$ cat config.mk
export PLATFORM = sky130hd
export DESIGN_NAME = layer3_linebuf_ctrl
export DESIGN_NICKNAME = d
export VERILOG_FILES = /design/src/rtl/layer3_linebuf_ctrl.sv
export SDC_FILE = /design/constraint.sdc
export NUM_CORES = 1
export LEC_CHECK = 0
export ABC_AREA = 1
export BUFFER_PORTS_ARGS = -buffer_cell sky130_fd_sc_hd__buf_2
export CAP_MARGIN = 20
export CORE_MARGIN = 10
export CORE_UTILIZATION = 58
export DETAILED_ROUTE_END_ITERATION = 12
export PLACE_DENSITY = 0.82
export SLEW_MARGIN = 25
export SYNTH_ARGS = -nofsm -noshare
export SYNTH_HDL_FRONTEND = slang
export SYNTH_SLANG_ARGS = --single-unit
$ cat constraint.sdc
create_clock -name clk -period 3.1 [get_ports clk]
set_input_delay 0.465 -clock clk [delete_from_list [all_inputs] [get_ports clk]]
set_output_delay 0.465 -clock clk [all_outputs]
set_load 0.02 [all_outputs]
$ cat src/rtl/layer3_linebuf_ctrl.sv
// Layer-3 line-buffer sequencer: accepts a raster pixel stream, strobes the
// line-buffer shift chains and presents each complete KxK window to the conv engine.
module layer3_linebuf_ctrl #(
  parameter int IMG_W = 8,
  parameter int IMG_H = 8,
  parameter int K     = 3,
  parameter int CNT_W = $clog2((IMG_W > IMG_H) ? IMG_W : IMG_H)
) (
  input  logic             clk,
  input  logic             rst,
  input  logic             start,
  input  logic             in_valid,
  output logic             in_ready,
  output logic             shift_en,
  output logic             win_valid,
  input  logic             win_ready,
  output logic [CNT_W-1:0] win_row,
  output logic [CNT_W-1:0] win_col,
  output logic             busy,
  output logic             frame_done
);

  typedef enum logic [1:0] {S_IDLE, S_FILL, S_RUN, S_DONE} state_t;

  localparam logic [CNT_W-1:0] KM1      = CNT_W'(K - 1);
  localparam logic [CNT_W-1:0] FILL_END = CNT_W'(K - 2);
  localparam logic [CNT_W-1:0] COL_END  = CNT_W'(IMG_W - 1);
  localparam logic [CNT_W-1:0] ROW_END  = CNT_W'(IMG_H - 1);

  state_t           state, state_nxt;
  logic [CNT_W-1:0] row, col;
  logic             last_taken;
  logic             accept;
  logic             qualify;

  always_ff @(posedge clk) begin
    if (rst) state <= S_IDLE;
    else     state <= state_nxt;
  end

  // Once the final pixel is in, input stays closed until the frame finishes
  always_comb begin
    state_nxt = state;
    in_ready  = 1'b0;
    case (state)
      S_IDLE: if (start) state_nxt = S_FILL;
      S_FILL: begin
        in_ready = 1'b1;
        if (in_valid && col == COL_END && row == FILL_END) state_nxt = S_RUN;
      end
      S_RUN: begin
        in_ready = !last_taken && (!win_valid || win_ready);
        if (last_taken && win_valid && win_ready) state_nxt = S_DONE;
      end
      S_DONE:  state_nxt = S_IDLE;
      default: state_nxt = S_IDLE;
    endcase
  end

  assign accept     = in_valid & in_ready;
  assign shift_en   = accept;
  assign qualify    = accept && (row >= KM1) && (col >= KM1);
  assign busy       = (state != S_IDLE);
  assign frame_done = (state == S_DONE);

  always_ff @(posedge clk) begin
    if (rst) begin
      row        <= '0;
      col        <= '0;
      last_taken <= 1'b0;
    end else if (state == S_IDLE && start) begin
      row        <= '0;
      col        <= '0;
      last_taken <= 1'b0;
    end else if (accept) begin
      if (col == COL_END) begin
        col <= '0;
        if (row == ROW_END) last_taken <= 1'b1;
        else                row        <= row + 1'b1;
      end else begin
        col <= col + 1'b1;
      end
    end
  end

  // A new qualifying accept reloads the window even while one is being consumed
  always_ff @(posedge clk) begin
    if (rst) begin
      win_valid <= 1'b0;
      win_row   <= '0;
      win_col   <= '0;
    end else if (qualify) begin
      win_valid <= 1'b1;
      win_row   <= row - KM1;
      win_col   <= col - KM1;
    end else if (win_ready) begin
      win_valid <= 1'b0;
    end
  end

endmodule

# Word-level counts from Yosys, hierarchy flattened
# Index checks and enable logic that the tools add are counted.
dict set report totals {
  out_inout_bits 11
  word_cells 50
  reg_bits 16
  input_bits 5
}
dict set report classes {
  eq_ne 9
  reduce_logical 18
  add_sub_neg 4
  order_cmp 2
  n_bitwise 2
  mux 8
}
# cell n
set op_table {}
lappend op_table {{AND reduction 3 bit} 3}
lappend op_table {{logical AND 1 bit} 8}
lappend op_table {{case mux 2 bit (4 select lines)} 1}
lappend op_table {{adder 3 x 1 -> 3 bit (second input constant)} 2}
lappend op_table {{== test 3 bit (second input constant)} 2}
lappend op_table {{>= comparator 3 x 2 -> 1 bit (second input constant)} 2}
lappend op_table {{two-way mux 2 bit} 3}
lappend op_table {{!= test 2 bit (second input constant)} 3}
lappend op_table {{subtractor 3 x 2 -> 3 bit (second input constant)} 2}
lappend op_table {{== test 2 bit (second input constant)} 2}
lappend op_table {{nonzero test 2 bit} 2}
lappend op_table {{== test 3 x 1 -> 1 bit (second input constant)} 1}
lappend op_table {{two-way mux 3 bit} 1}
lappend op_table {{== test 2 x 1 -> 1 bit (second input constant)} 1}
lappend op_table {{logical NOT 1 bit} 2}
lappend op_table {{logical NOT 2 bit} 1}
lappend op_table {{two-way mux 1 bit} 2}
lappend op_table {{case mux 1 bit (2 select lines)} 1}
lappend op_table {{OR reduction 2 bit} 1}
lappend op_table {{AND 1 bit} 1}
lappend op_table {{logical OR 1 bit} 1}
lappend op_table {{inverter 1 bit} 1}

# Longest topological paths before layout
dict set report depth {
  word_depth 8
  ltp_mapped 12
  mapped_depth_nobuf 11
}

# Worst setup path after synthesis
# No wires, ideal clock.
dict set report synth_path {
  path_kind {register to output}
  start {register state[0]}
  end {output port in_ready}
  path_stages_with_launch 5
  slack_ns 1.389
  arrival_time_ns 1.246
  cell_sequence {dfxtp_1 > inv_1 > ha_1 > inv_1 > a21oi_1}
}
dict set report synth_via {
  elab_chain_cells 2
  word_cells_on_any_way 3
  cone_classes {2 x eq/ne; 1 x mux}
}
# item line_no
set synth_lines {}
lappend synth_lines {{from (decl)} 30} ;# state_t state, state_nxt;
lappend synth_lines {{from (signal assigned)} 38} ;# else state <= state_nxt;
lappend synth_lines {{== test 2 bit / == test 2 x 1 -> 1 bit (equally long branches)} 45} ;# case (state)
lappend synth_lines {{case mux 1 bit (2 select lines) (*)} 45}
lappend synth_lines {{to (decl)} 13} ;# output logic in_ready,
# Every way passes the cells marked *; elsewhere a longest branch is shown, timed or not.

# Worst setup path after layout
dict set report layout_path {
  start {register state[1]}
  end {output port in_ready}
}
# Same word-level chain as after synthesis.

==> qor.txt <==
endpoint class of the critical path = primary output
Synth Register Bits = 16
worst path cell trace = inv_1 > ha_1 > inv_1 > a21oi_1 > buf_2
Crit path largest cell delay = 0.41 ns
r2r setup slk = 1.50 ns
relative slew slack = 68.76%
yosys warns = 0
setup violators final = 0
gp weighted congestion = 0.7735
static leakage = 0.5518 nW
Via Count = 794
Chip Width = 60.14 um
CTS tree = done
Layout area overhead = 12.85%
clk root buf = clkbuf_4
vias per cell = 4.963
# IOs = 16
final worst path period share = 67.93%
setup TNS = 0 ns
Initial Utilization = 61.33%
Hold Path Class = input port to register
clock network latency to the later pin of the worst-skew pair = 0.29 ns
syn_nets = 145
postcts setup bufs = 0
hold-fix buffers at CTS = 0
gr ovfl total = 0
total CTS buffers = 3
Seq/Total Area, Yosys = 34.27%
initial antenna violation count = 0
clock sink total = 16
CP most frequent cell = inv_1
Detailed Route Iter0 Violations = 5
synthesized cell area = 934.6 um2
Worst VDD drop = 347.3 uV
# rows = 14
total power = 0.0006018 W
nets = 164
H-tree Lvls = 1
post-layout min period = 2.106 ns
Clock transition at path regs = 0.10 ns
n_diodes = 0
Buffers on Ports = 15
Least-Margin Pin Slew = 0.4686 ns
RSZ-0062 raised after global routing = no
total track usage = 10.68%
Cells after Synth = 126
Max-cap violations = 0
critical path's slowest cell = dfxtp_1
drt first pass iters = 3
first-pass GRT wire length = 3084 um
fillers = 137
wirelength, routed = 1785 um
layout cells sized above 1 = 18.75%
status = complete, no violations
total die area = 0.003617 mm2
DRC = 0
crit start category = register
Worst EP arrival = 1.64 ns
number of global-route vias before repair = 797
post-route ant nets = 0
fmax = 474.9 MHz
core footprint = 0.001524 mm2
skew final = 0.005326 ns
Power Dens Cells = 570.6 mW/mm2
required time worst endpoint = 2.63 ns
CTS max path bufs = 2
Hold Path Origin = rst
Yosys cell types = 18
largest net degree at the start of global routing = 14
CP startpoint = state[1]
final hold vios = 0
post-cts resize count = 0
Post-DP HPWL = 1478 um
synthesized area per cell = 7.418 um2
largest fanout on the critical path = 4
DR WL/cell = 11.16 um
Die Y = 60.14 um
critical path type = register to primary output
max-slew violations = 0
worst r2r src = state[1]
Yosys cell counts:
cell type	count	area [um2]
nand4_1	2	12.51
ha_1	14	175.2
nand3_1	3	15.01
nor3_1	1	5.000
nand2_1	30	112.6
inv_2	1	3.750
inv_1	19	71.32
nand2_2	1	6.260
o21ai_0	3	15.01
or2_2	1	6.260
dfxtp_1	16	320.3
nand3_4	1	17.52
nor2_4	2	22.52
buf_6	1	11.26
nand2_4	1	11.26
nor2_1	18	67.56
nor2_2	1	6.260
a21oi_1	11	55.05
sequential cells by signal (all words and copies together), names as in the netlist:
register / flops
col: 3
last_taken: 1
state: 2
win_row: 3
row: 3
win_col: 3
win_valid: 1
kinds of logic (layout without fill, tap and decap cells):
| group | Yosys count | after routing | share of synthesized area [%] |
|---|---|---|---|
| simple gates | 61 | 61 | 30.25 |
| buf+inv | 21 | 39 | 9.237 |
| flops | 16 | 16 | 34.27 |
| fa+ha+maj | 14 | 14 | 18.74 |
| compound gates | 14 | 14 | 7.496 |
worst max-delay path, delay by kind of cell, from the launching register on:
kind	cells	cell delay (ns)
DFF	1	0.41
adders and majority gates	1	0.39
buffers and inverters	3	0.38
AOI/OAI and AO/OA	1	0.19
cells in the final DEF, fill, tap and decap left out:
cell / count
dfxtp_1: 16
buf_2: 15
nand3_1: 3
a21oi_1: 11
nor3_1: 1
inv_2: 1
nand2_2: 1
nor2_2: 1
nor2_4: 2
o21ai_0: 3
nor2_1: 18
nand2_4: 1
inv_1: 19
nand3_4: 1
clkbuf_8: 1
nand2_1: 30
nand4_1: 2
ha_1: 14
or2_2: 1
clkbuf_4: 3
path summary, 6_finish.rpt:
check | end | depth (start not counted)
setup / recovery | in_ready | 5
hold reg to reg | win_col[2] | 2
setup reg to reg | win_row[0] | 7
hold / removal | state[0] | 2
power by group:
group          internal (W)  switching (W)
Clock             0.0000715      0.0000661
Combinational     0.0000821       0.000149
Sequential         0.000219      0.0000140
routing by layer:
layer / GRT usage, % / part of all wire (%)
met1: 10.46 / 42
met2: 20.44 / 52
met3: 2.966 / 5.0
met4: 3.846 / 1.4
met5: 0 / 0
through the flow:
stage	cell area, um2	util, %	setup WS, ns	std cells	hold slack, ns
2_1_floorplan	934.6	-	1.389	126	0.4618
3_3_place_gp	1018	66.83	1.350	156	0.4615
3_5_place_dp	1018	66.83	1.305	156	0.4710
4_1_cts	1055	69.21	0.9770	160	0.4014
5_1_grt	1055	69.21	0.8428	160	0.3968
6_report	1055	69.21	0.9942	160	0.4046
final cells by class:
cell class / instances / area [um2] / area share, %
Multi-Input combinational cell: 89 / 528.0 / 50.06
Timing Repair Buffer: 15 / 75.07 / 7.117
Inverter: 20 / 75.07 / 7.117
Clock buffer: 4 / 36.28 / 3.440
Sequential cell: 16 / 320.3 / 30.37
Tap cell: 16 / 20.02 / 1.898
Note: power is estimated with default switching activity, not from simulation.
